<file path="config.mk">
export PLATFORM = sky130hd
export DESIGN_NAME = brick_manager
export DESIGN_NICKNAME = d
export VERILOG_FILES = /design/src/rtl/brick_manager.sv
export SDC_FILE = /design/constraint.sdc
export NUM_CORES = 1
export LEC_CHECK = 0
export ABC_AREA = 1
export BUFFER_PORTS_ARGS = -buffer_cell sky130_fd_sc_hd__buf_2
export CAP_MARGIN = 20
export CORE_MARGIN = 1
export CORE_UTILIZATION = 48
export CTS_CLUSTER_DIAMETER = 150
export DETAILED_ROUTE_END_ITERATION = 8
export HOLD_SLACK_MARGIN = 0.12
export PLACE_DENSITY = 0.95
export SLEW_MARGIN = 20
export SYNTH_ARGS = -nofsm -noshare
export SYNTH_HDL_FRONTEND = slang
export SYNTH_SLANG_ARGS = --single-unit
</file>
<file path="constraint.sdc">
create_clock -name clk -period 9.3 [get_ports clk]
set_input_delay 0.93 -clock clk [delete_from_list [all_inputs] [get_ports clk]]
set_output_delay 0.93 -clock clk [all_outputs]
set_load 0.05 [all_outputs]
</file>
<file path="src/rtl/brick_manager.sv">
// brick_manager: six breakable bricks with deferred retirement, score and level-clear tracking
module brick_manager #(
  parameter int COL0_X    = 163,
  parameter int COL_PITCH = 110,
  parameter int ROW0_Y    = 60,
  parameter int ROW1_Y    = 100,
  parameter int BRICK_W   = 57,
  parameter int BRICK_H   = 19,
  parameter int BALL_SZ   = 20,
  parameter int POINTS    = 10
) (
  input  logic       clk,
  input  logic       rst,
  input  logic       restart,
  input  logic [8:0] ball_x,
  input  logic [8:0] ball_y,
  output logic [8:0] brick1_x,
  output logic [8:0] brick2_x,
  output logic [8:0] brick3_x,
  output logic [8:0] brick4_x,
  output logic [8:0] brick5_x,
  output logic [8:0] brick6_x,
  output logic [8:0] brick1_y,
  output logic [8:0] brick2_y,
  output logic [8:0] brick3_y,
  output logic [8:0] brick4_y,
  output logic [8:0] brick5_y,
  output logic [8:0] brick6_y,
  output logic [5:0] bricks_exist,
  output logic [7:0] score,
  output logic       brick_hit,
  output logic       all_cleared
);
  typedef enum logic [1:0] {PRESENT, HIT, GONE} state_t;
  state_t      st   [6];
  state_t      st_n [6];
  logic [9:0]  bx   [6];
  logic [9:0]  by   [6];
  logic [5:0]  ov;
  logic [5:0]  retire;
  logic [5:0]  exist_n;
  logic [11:0] sum;
  logic [7:0]  score_n;
  for (genvar b = 0; b < 6; b++) begin : g_brick
    assign bx[b] = 10'(COL0_X + (b % 3) * COL_PITCH);
    assign by[b] = 10'(b < 3 ? ROW0_Y : ROW1_Y);
    assign ov[b] = ({1'b0, ball_x} <= bx[b] + 10'(BRICK_W)) && ({1'b0, ball_x} + 10'(BALL_SZ) >= bx[b]) &&
                   ({1'b0, ball_y} <= by[b] + 10'(BRICK_H)) && ({1'b0, ball_y} + 10'(BALL_SZ) >= by[b]);
    assign bricks_exist[b] = st[b] != GONE;
  end
  assign brick1_x = bx[0][8:0];
  assign brick2_x = bx[1][8:0];
  assign brick3_x = bx[2][8:0];
  assign brick4_x = bx[3][8:0];
  assign brick5_x = bx[4][8:0];
  assign brick6_x = bx[5][8:0];
  assign brick1_y = by[0][8:0];
  assign brick2_y = by[1][8:0];
  assign brick3_y = by[2][8:0];
  assign brick4_y = by[3][8:0];
  assign brick5_y = by[4][8:0];
  assign brick6_y = by[5][8:0];
  // next brick states; a brick retires only once the ball has left it, restart overrides everything
  always_comb begin
    for (int i = 0; i < 6; i++) begin
      st_n[i]    = restart ? PRESENT :
                   (st[i] == PRESENT && ov[i]) ? HIT :
                   (st[i] == HIT && !ov[i]) ? GONE : st[i];
      retire[i]  = !restart && st[i] == HIT && !ov[i];
      exist_n[i] = st_n[i] != GONE;
    end
    sum     = 12'(score) + 12'($countones(retire) * POINTS);
    score_n = sum > 12'd255 ? 8'd255 : sum[7:0];
  end
  // brick states, saturating score, retirement strobe and level-clear flag
  always_ff @(posedge clk or negedge rst) begin
    if (!rst) begin
      for (int i = 0; i < 6; i++) st[i] <= PRESENT;
      score       <= '0;
      brick_hit   <= 1'b0;
      all_cleared <= 1'b0;
    end else begin
      for (int i = 0; i < 6; i++) st[i] <= st_n[i];
      score       <= restart ? '0 : score_n;
      brick_hit   <= |retire;
      all_cleared <= ~|exist_n;
    end
  end
endmodule
</file>
==> impl_metrics.yaml <==
run_status:
  status: "finished clean"
synth:
  yosysTopAreaCellShare_pct: 32.3
  yosysWarnings: 0
  yosys-mux-area-fraction_pct: 0
  synth_xor_area_share_pct: 1.40
  syn_area_mm2: 0.00251
  yosysSeqAreaShare_pct: 21.9
  yosysTopAreaCell: "buf_4"
  yosysUniqueCellTypes: 30
  synth_top_family_by_area: "buffers and inverters"
  ys_seq_elements: 22
  synth_area_leaders: "buf_4 32%, dfrtp_1 22%, nand2_1 8.2%"
  synthAdderAreaFrac_pct: 8.67
  synth_compound_area_share_pct: 5.68
  syn_avg_cell_area_um2: 7.34
  synth_simple_gate_area_share_pct: 22.1
  synth_cells: 342
clock_tree:
  cts_buffer_depth: 2
  cts_resized: 0
  holdBufCountCts: 0
  cts_tree: "built"
  clk_latency_ps: 270
  cts_root_buf: "clkbuf_8"
  htreeDepth: 1
  path_clk_slew_ps: 80
  cts_sinks: 22
  post_cts_buffers: 0
  cts_buffers: 3
place:
  place_hpwl_um: 3280
  place_congestion: 0.831
  numPortBuffers: 34
detailed_routing:
  top_layer: "met4"
  postRouteAntennaNets: 0
  drtIter0Drc: 75
  num_vias: 1802
  wl_um: 4090
  wl_met1_um: 1620
  drc: 0
  first_pass_iters: 4
  via_per_inst: 4.09
  wl_met3_um: 277
  drt-wirelength-per-cell_um: 9.28
  wl_met2_um: 2120
critical_path:
  startpoint_type: "input port"
  r2r_slack_ps: 4880
  regToRegEndpoint: "score[3]$_DFF_PN0_"
  endpoint: "score[3]$_DFF_PN0_"
  cp-end-kind: "flip-flop"
  required_ps: 9460
  critPathMaxStageDelay_ps: 560
  arrival_ps: 5430
  crit-reg2reg-launch: "st[11]$_DFF_PN0_"
  cp_cell_sequence: "buf_2 -> inv_1 -> nand4_1 -> fa_1 -> fa_1 -> inv_1 -> ha_1 -> inv_1 -> fa_1 -> inv_1 -> ha_1 -> ha_1 -> ha_1 -> a21oi_1 -> nor2_1 -> a221oi_4 -> o21ai_0 -> nand2_1 -> inv_1"
  cp_common_cell: "inv_1"
  slowest_stage: "fa_1"
  cp-startpoint: "restart"
  rr_worst_depth: 18
  path_max_fanout: 16
  critPathKind: "input port to flip-flop"
sta:
  tns_ps: 0
  fmax_mhz: 190
  rsz0062_at_grt: "no"
  finalCritPeriodShare_pct: 56.6
  skew_ps: 5.72
  period_minus_slack_ps: 5270
  hold_ws_ps: 528
  maxSlewViolCount: 0
  finalHoldViolCount: 0
  setup_viol: 0
global_routing:
  antenna_found_initial: 0
  grt_max_degree: 23
  grt-ovfl-total: 0
  grt_pass1_vias: 1520
  grt_pass1_wl_um: 6580
  grtUsageTotal_pct: 15.3
pwr:
  clkPwrFrac_pct: 20.8
  p_switching_uw: 152
  comb_power_share_pct: 45.0
  switching_share_pct: 52.5
  internal-power_uw: 137
  leakage_uw: 0.00147
  p_per_area_mw_per_mm2: 122
  pwr-share-seq_pct: 34.2
  ir_worst_vdd_mv: 0.0476
floorplanning:
  core-area_mm2: 0.00488
  design.die.area_mm2: 0.00552
  rows: 25
  io-pin-count: 145
  die_w_um: 74.3
  start_util_pct: 51.4
  die_y_um: 74.3
cells_and_area:
  diodes: 0
  syn_to_final_growth_pct: -5.58
  drive_gt1_share_pct: 16.6
  layout.nets: 412
worst_hold_path:
  min_path_type: "flip-flop to flip-flop"
run:
  drv_cap: 0
-- how the worst min path moves through the flow --
| stage | to | cells past startpoint | start |
|---|---|---|---|
| floorplan | st[7]$_DFF_PN0_ | 2 | st[7]$_DFF_PN0_ |
| global placement | st[7]$_DFF_PN0_ | 2 | st[7]$_DFF_PN0_ |
| detailed placement | st[7]$_DFF_PN0_ | 2 | st[7]$_DFF_PN0_ |
| CTS | st[7]$_DFF_PN0_ | 2 | st[7]$_DFF_PN0_ |
| global route | st[7]$_DFF_PN0_ | 2 | st[7]$_DFF_PN0_ |
| finish | st[7]$_DFF_PN0_ | 2 | st[7]$_DFF_PN0_ |
-- cells in the final DEF, fill, tap and decap left out, drive strengths merged --
master,instances
ha,11
a221oi,1
o21ai,4
nand2,68
clkbuf,3
xor2,3
fa,4
buf,34
a31oi,1
dfrtp,22
nor2,31
or2,1
xnor2,1
conb,108
inv,45
nand4,7
a21oi,15
nor3,3
o21bai,1
nand3,11
-- metal layers --
layer | GRT usage (%) | vias up
li1 | - | 893
met1 | 18.4 | 796
met2 | 27.7 | 102
met3 | 2.17 | 11
met4 | 5.45 | 0
met5 | 0 | -
-- sequential cells by signal, indices dropped and copies added, names as in the netlist --
register	cells
st	12
score	8
all_cleared	1
brick_hit	1
-- per-stage QoR --
| step | cells | power (uW) | setup slack (ps) | utilization [%] | area (um^2) |
|---|---|---|---|---|---|
| global route | 441 | 302 | 3650 | 48.6 | 2370 |
| CTS | 441 | 288 | 4030 | 48.6 | 2370 |
| detailed placement | 438 | 230 | 3760 | 47.7 | 2330 |
| finish | 441 | 290 | 4030 | 48.6 | 2370 |
| global placement | 438 | 229 | 3870 | 47.7 | 2330 |
| floorplan | 448 | 254 | 4340 | - | 2910 |
-- critical path, delay by kind of cell --
| family | cells | cell delay (ps) |
|---|---|---|
| buffers and inverters | 6 | 820 |
| adders and majority gates | 7 | 2570 |
| and+or+nand+nor | 3 | 430 |
| AOI/OAI and AO/OA | 3 | 650 |
-- power groups by stage --
stage          clock [uW]  sequential, uW  combinational, uW
2_1_floorplan           0             104                150
3_3_place_gp            0             101                128
3_5_place_dp            0             101                129
4_1_cts              59.8            98.9                129
5_1_grt              64.3            99.1                138
6_report             60.2            98.9                130
-- logic make-up (layout without fill, tap and decap cells) --
logic type      count (synthesis)  count (layout)
compound gates                 22              22
xor+xnor                        4               4
fa+ha+maj                      15              15
buf+inv                       156              82
flops                          22              22
other cells                     2             108
simple gates                  121             121
-- Yosys cell counts (all sizes together) --
cell and instances:
nor2 31, clkbuf 2, a31oi 1, xnor2 1, fa 4, nand2 68
ha 11, a221oi 1, o21bai 1, nor3 3, conb 2, o21ai 4
or2 1, buf 109, dfrtp 22, nand3 11, nand4 7, a21oi 15
inv 45, xor2 3
-- cell type report --
class	count	area (um^2)
Fill cell	476	2510
Multi-Input combinational cell	270	1360
Sequential cell	22	551
Timing Repair Buffer	34	170
Inverter	45	169
Tap cell	67	83.8
Clock buffer	3	41.3
No activity file was read; power rests on OpenSTA's default activity.
